[src/rtl/axi4s2data.sv]
// axi4s2data: AXI4-Stream slave for fixed-length packets.
// Accepted beats are buffered in a small FIFO and presented on a valid/ready
// port with sop/eop markers. Each packet's tlast is checked against the
// expected length. Framing errors pulse for one cycle and never drop data.
module axi4s2data #(
  parameter int DATA_WIDTH  = 64,
  parameter int PACKET_BYTE = 64,
  parameter int FIFO_DEPTH  = 4
) (
  input  logic                  clk,
  input  logic                  rst_n,
  input  logic [DATA_WIDTH-1:0] tdata,
  input  logic                  tvalid,
  input  logic                  tlast,
  output logic                  tready,
  output logic [DATA_WIDTH-1:0] out_data,
  output logic                  out_sop,
  output logic                  out_eop,
  output logic                  out_valid,
  input  logic                  out_ready,
  output logic                  err_early,
  output logic                  err_missing,
  output logic [31:0]           pkt_count
);

  localparam int BEATS = PACKET_BYTE / (DATA_WIDTH / 8);
  localparam int IDX_W = $clog2(BEATS);
  localparam int PTR_W = $clog2(FIFO_DEPTH);
  localparam int CNT_W = PTR_W + 1;
  localparam int ENT_W = DATA_WIDTH + 2;

  localparam logic [IDX_W-1:0] LAST_IDX = IDX_W'(BEATS - 1);
  localparam logic [CNT_W-1:0] FULL_CNT = CNT_W'(FIFO_DEPTH);

  // FIFO entry layout: {data, sop, eop}
  logic [ENT_W-1:0] mem_q [FIFO_DEPTH];

  logic [PTR_W-1:0] wr_ptr_q, wr_ptr_d;
  logic [PTR_W-1:0] rd_ptr_q, rd_ptr_d;
  logic [CNT_W-1:0] count_q, count_d;
  logic [IDX_W-1:0] beat_idx_q, beat_idx_d;
  logic             tready_q, tready_d;
  logic             err_early_q, err_early_d;
  logic             err_missing_q, err_missing_d;
  logic [31:0]      pkt_count_q, pkt_count_d;

  logic             push;
  logic             pop;
  logic             last_beat;
  logic [ENT_W-1:0] head;

  // Handshakes, framing check and FIFO bookkeeping.
  always_comb begin
    push          = tvalid & tready_q;
    pop           = (count_q != '0) & out_ready;
    last_beat     = (beat_idx_q == LAST_IDX);

    beat_idx_d    = beat_idx_q;
    err_early_d   = 1'b0;
    err_missing_d = 1'b0;
    pkt_count_d   = pkt_count_q;
    wr_ptr_d      = wr_ptr_q;
    rd_ptr_d      = rd_ptr_q;

    if (push) begin
      wr_ptr_d = wr_ptr_q + PTR_W'(1);
      // Any tlast or the final beat position ends the packet, so a framing
      // error resynchronises on the very next beat.
      if (tlast || last_beat) begin
        beat_idx_d = '0;
      end else begin
        beat_idx_d = beat_idx_q + IDX_W'(1);
      end
      if (tlast && !last_beat) begin
        err_early_d = 1'b1;
      end
      if (!tlast && last_beat) begin
        err_missing_d = 1'b1;
      end
      if (tlast && last_beat) begin
        pkt_count_d = pkt_count_q + 32'd1;
      end
    end

    if (pop) begin
      rd_ptr_d = rd_ptr_q + PTR_W'(1);
    end

    count_d  = count_q + CNT_W'(push) - CNT_W'(pop);
    // Looking at the post-update occupancy keeps a push off a full FIFO.
    tready_d = (count_d < FULL_CNT);
  end

  // Control state registers; reset discards any partial packet silently.
  always_ff @(posedge clk) begin
    if (!rst_n) begin
      wr_ptr_q      <= '0;
      rd_ptr_q      <= '0;
      count_q       <= '0;
      beat_idx_q    <= '0;
      tready_q      <= 1'b0;
      err_early_q   <= 1'b0;
      err_missing_q <= 1'b0;
      pkt_count_q   <= '0;
    end else begin
      wr_ptr_q      <= wr_ptr_d;
      rd_ptr_q      <= rd_ptr_d;
      count_q       <= count_d;
      beat_idx_q    <= beat_idx_d;
      tready_q      <= tready_d;
      err_early_q   <= err_early_d;
      err_missing_q <= err_missing_d;
      pkt_count_q   <= pkt_count_d;
    end
  end

  // FIFO storage write; contents need no reset because the count gates the head.
  always_ff @(posedge clk) begin
    if (push) begin
      mem_q[wr_ptr_q] <= {tdata, (beat_idx_q == '0), tlast};
    end
  end

  // Head entry, forced to zero while empty so stale storage never shows.
  always_comb begin
    head = '0;
    if (count_q != '0) begin
      head = mem_q[rd_ptr_q];
    end
  end

  assign out_data    = head[ENT_W-1:2];
  assign out_sop     = head[1];
  assign out_eop     = head[0];
  assign out_valid   = (count_q != '0);
  assign tready      = tready_q;
  assign err_early   = err_early_q;
  assign err_missing = err_missing_q;
  assign pkt_count   = pkt_count_q;

endmodule

[config.mk]
export PLATFORM = sky130hd
export DESIGN_NAME = axi4s2data
export DESIGN_NICKNAME = d
export VERILOG_FILES = /design/src/rtl/axi4s2data.sv
export SDC_FILE = /design/constraint.sdc
export NUM_CORES = 1
export LEC_CHECK = 0
export CORE_MARGIN = 1
export CORE_UTILIZATION = 35
export CTS_BUF_LIST = sky130_fd_sc_hd__clkbuf_4 sky130_fd_sc_hd__clkbuf_8 sky130_fd_sc_hd__clkbuf_16
export DETAILED_ROUTE_END_ITERATION = 10
export PLACE_DENSITY_LB_ADDON = 0.2
export SYNTH_ARGS = -nofsm -noshare
export SYNTH_HDL_FRONTEND = slang
export SYNTH_SLANG_ARGS = --single-unit
[constraint.sdc]
create_clock -name clk -period 3.4 [get_ports clk]
set_input_delay 0.51 -clock clk [delete_from_list [all_inputs] [get_ports clk]]
set_output_delay 0.51 -clock clk [all_outputs]
set_load 0.01 [all_outputs]
# Word-level counts from Yosys, hierarchy flattened
# Memory sizes are Yosys's and may differ from the RTL's. A register that Yosys moved wholly into a read port is not among the register bits.
# Index checks and enable logic that the tools add are counted.
# totals
ramBits	264
output_inout_bits	102
register_bits	45
n_memories	1
input_bits	69
elab_cells	37
# op_classes
reduce_logical	10
bitwise_logic	2
n_lt_le_gt_ge	1
add_sub_neg	6
muxes	8
n_eq_ne	1
# memory_table
memory	words	word_bits	rd	rd_ports_with_merged_regs	write_ports	line	text
mem_q	4	66	1	1	1	36	logic [ENT_W-1:0] mem_q [FIFO_DEPTH];
# op_table
cell	count
$mux W66	1
$add A32 B1 Y32 const B	1
$add A2 B1 Y2 const B	2
$mux W1	4
$mux W2	2
$reduce_and A2 Y1	2
$add A3 B1 Y3	1
$add A3 B1 Y3 const B	1
$eq A3 B3 Y1 const B	1
$logic_and A1 B1 Y1	3
$logic_not A3 Y1	1
$lt A3 B3 Y1 const B	1
$mux W3	1
$reduce_bool A3 Y1	1
$sub A3 B1 Y3	1
$and A1 B1 Y1	2
$logic_not A1 Y1	2
$logic_or A1 B1 Y1	1

# Depth between registers and ports, before layout
# Gate-level depths: netlist (run 1).
# depth
ltp_word	4
depth_mapped	9
mapped_depth_nobuf	9

# Worst setup path after synthesis (run 1)
# Ideal clock, no wire load.
# synth_timing
kind	reg2reg
from	register wr_ptr_q[0]
to	memory mem_q[2][0] (netlist bit), enable pin
arrival_time_ps	2132
path_slack_ps	836
n_path_buf	0
path_stages_with_launch	4
path_cell_list	dfxtp_1 > inv_1 > ha_1 > and3_1
# synth_rtl
element	line	text
from (decl)	38	logic [PTR_W-1:0] wr_ptr_q, wr_ptr_d;
from (signal assigned)	106	wr_ptr_q <= wr_ptr_d;
to (decl)	36	
# No word-level cell before the write port.

==> results of run 1 <==
-- how the worst max path moves through the flow --
stage / end / startpoint / cells after the start / slack, ns
5_1_grt: out_data[26] / flip-flop / 4 / 0.11
6_report: out_data[26] / flip-flop / 4 / 0.27
4_1_cts: out_data[2] / flip-flop / 4 / 0.20
2_1_floorplan: mem_q[2][0]$_DFFE_PP_ / wr_ptr_q[0]$_SDFFE_PN0N_ / 3 / 0.84
3_3_place_gp: count_q[2]$_SDFF_PN0_ / tvalid / 9 / 0.61
3_5_place_dp: count_q[2]$_SDFF_PN0_ / tvalid / 9 / 0.55
-- logic make-up (layout without fill, tap and decap cells) --
logic type	after synthesis	after routing	synth area share [%]
DFF	311	311	72.79
and+or+nand+nor	182	182	9.119
muxes	72	72	12.69
buffers and inverters	42	265	1.479
xor gates and xnor gates	24	24	1.725
AOI/OAI and AO/OA	19	19	1.006
adders and majority gates	11	11	1.191
-- per-layer routing --
layer | wire, um | up-vias | share of wire, % | GRT usage (%)
met5 | 0 | - | 0 | 0
met4 | 440 | 0 | 1.7 | 3.598
met3 | 1444 | 37 | 5.7 | 3.241
met2 | 11940 | 175 | 47 | 23.29
met1 | 11610 | 3213 | 46 | 20.52
li1 | - | 2968 | - | -
-- sequential cells by signal, indices dropped and copies added (netlist names), named ones only --
name,flops
beat_idx_q,3
count_q,3
err_early,1
err_missing,1
mem_q,264
pkt_count,32
rd_ptr_q,2
tready,1
wr_ptr_q,2
-- layout by cell type (no fill, tap or decap), types with 9 or more instances in the layout --
master and count:
xor2_1 12, edfxtp_1 264, clkbuf_16 36, dfxtp_1 45
clkdlybuf4s50_1 170, and2_1 93, inv_1 13, nand2_1 18
nand4_1 9, mux4_2 66, buf_4 14, ha_1 10
xnor2_1 12
-- report_power, final --
group	switching, mW	total, mW	internal, mW
logic	1.19	2.81	1.62
registers	0.138	4.50	4.37
clock network	1.45	3.62	2.16
-- stage by stage --
stage,cell area [um^2],worst slack (ns)
after floorplan,12180,0.8363
final,15700,0.2702
after CTS,15700,0.1995
after global routing,15700,0.1119
after global placement,14590,0.6093
after detailed placement,14590,0.5528
-- final cells by class --
cell class	count	share of cell area, %
repair buffers	191	12.40
flip-flops and latches	311	56.53
clock buffers	44	6.120
clock inverters	17	0.9642
inverters	13	0.3108
well taps	448	3.570
multi-input cells	308	20.11
-- worst max-delay path, cell delays in order (launching register included) --
cell and delay, ns:
dfxtp_4 0.62, buf_12 0.28, mux4_2 0.52, and2_1 0.20
clkdlybuf4s50_1 0.49
==> results_dict.tcl, run 1 <==
set metrics [dict create \
    p_leak_nw 5.115 \
    fmax_mhz 319.5 \
    nFillCells 2940 \
    path_clk_slew_ns 0.06 \
    drive_gt1_share_pct 17.65 \
    die_h_um 188.6 \
    r2r-start "count_q[1]$_SDFF_PN0_" \
    clock_sinks 311 \
    initial_utilization_pct 35.98 \
    synthTopCellsByArea "edfxtp_1 (65%), mux4_2 (12%), dfxtp_1 (7.7%), and2_1 (4.8%), ha_1 (1.0%)" \
    grt_setup_unrepaired "no" \
    io_pins 171 \
    vias_per_cell 4.800 \
    grt_max_degree 49 \
    instances_no_fill 1332 \
    yosysMostFrequentCell "edfxtp_1" \
    port_buffers 170 \
    regArea_um2 8876 \
    r2r_cells 9 \
    clk-insertion-delay-late_ns 0.51 \
    ys_seq_elements 311 \
    ys.flop_type "edfxtp_1" \
    tns_ns 0 \
    synth_nets 741 \
    async_reset_ff_share_pct 0 \
    cts_setup_buffers 0 \
    hold_end "pkt_count[31]$_SDFFE_PN0P_" \
    path_class "reg2out" \
    irDropWorstVdd_v 0.0003282 \
    dieArea_um2 35560 \
    cts_hold_buf 0 \
    vias 6393 \
    area_growth_pct 28.87 \
    setup_viol 0 \
    firstDrtPassIters 4 \
    synth-edff-count 264 \
    cp_data_arrival_time_ns 2.62 \
    dpl.hpwl_um 15370 \
    drv_cap 0 \
    period_share_pct 92.05 \
    synthesis.area_um2 12180 \
    cts_resized 0 \
    grt_pass1_wl_um 40080 \
    yosysTopAreaCell "edfxtp_1" \
    report.power.total_mw 10.93 \
    synth.distinct_cells 38 \
    ys_seq_area_share_pct 72.79 \
    gp_congestion 0.7465 \
    powerDensity_nw_per_um2 696.0 \
    required_ns 2.89 \
    critPathMaxFanout 22 \
    hold_class "reg2reg" \
    routed_wirelength_um 25440 \
    clockBufferDepth 3 \
    die_w_um 188.6 \
    tightestPinTransition_ns 0.6088 \
    grt_antenna_before_repair 0 \
    r2r-end "count_q[2]$_SDFF_PN0_" \
    skew_ns 0.01022 \
    drt_iter0_drc 290 \
    synth_top_area_share_pct 65.06 \
    synth_top_cells_by_count "edfxtp_1 (264), and2_1 (93), mux4_2 (66), dfxtp_1 (47), nand2_1 (18)" \
    yosysWarnings 0 \
    dp.cells 1271 \
    wire_per_inst_um 19.10 \
    finalHoldViolations 0 \
    coreArea_um2 33870 \
    htree_num_levels 2 \
    endpoint_kind "primary output" \
    multi_input_area_um2 3157 \
    cts_root_buf "clkbuf_16" \
    grt_usage_pct 14.68 \
    ff2ff_setup_slack_ns 0.93 \
    cts_buffers 35 \
    cts_tree "built" \
    final_util_pct 46.36 \
    fin_hold_ws_ns 0.4885 \
    grt_overflow 0 \
    hp-start "pkt_count[31]$_SDFFE_PN0P_" \
    fin_nets 940 \
    relSlewSlack_pct 59.41 \
    hold_depth 2 \
    start_kind "flip-flop" \
    synthCells 661 \
    drtAntennaViolNets 0 \
    antenna_cells 0 \
    syn_area_per_cell_um2 18.43 \
    layout_min_cycle_time_ns 3.130 \
    route.detailed.drc 0 \
    grt_pass1_vias 6701 \
    rows 67 \
    slew_viol_final 0 \
    status "completed" \
]
(Power assumes the default switching activity.)
==> run 2, diff against run 1 <==
--- a/config.mk
+++ b/config.mk
@@ -10,6 +10,7 @@
 export CTS_BUF_LIST = sky130_fd_sc_hd__clkbuf_4 sky130_fd_sc_hd__clkbuf_8 sky130_fd_sc_hd__clkbuf_16
 export DETAILED_ROUTE_END_ITERATION = 10
 export PLACE_DENSITY_LB_ADDON = 0.2
+export SKIP_CTS_REPAIR_TIMING = 1
 export SYNTH_ARGS = -nofsm -noshare
 export SYNTH_HDL_FRONTEND = slang
 export SYNTH_SLANG_ARGS = --single-unit
==> results of run 2 <==
No change in the layout: final DEF, timing and power equal those of run 1.
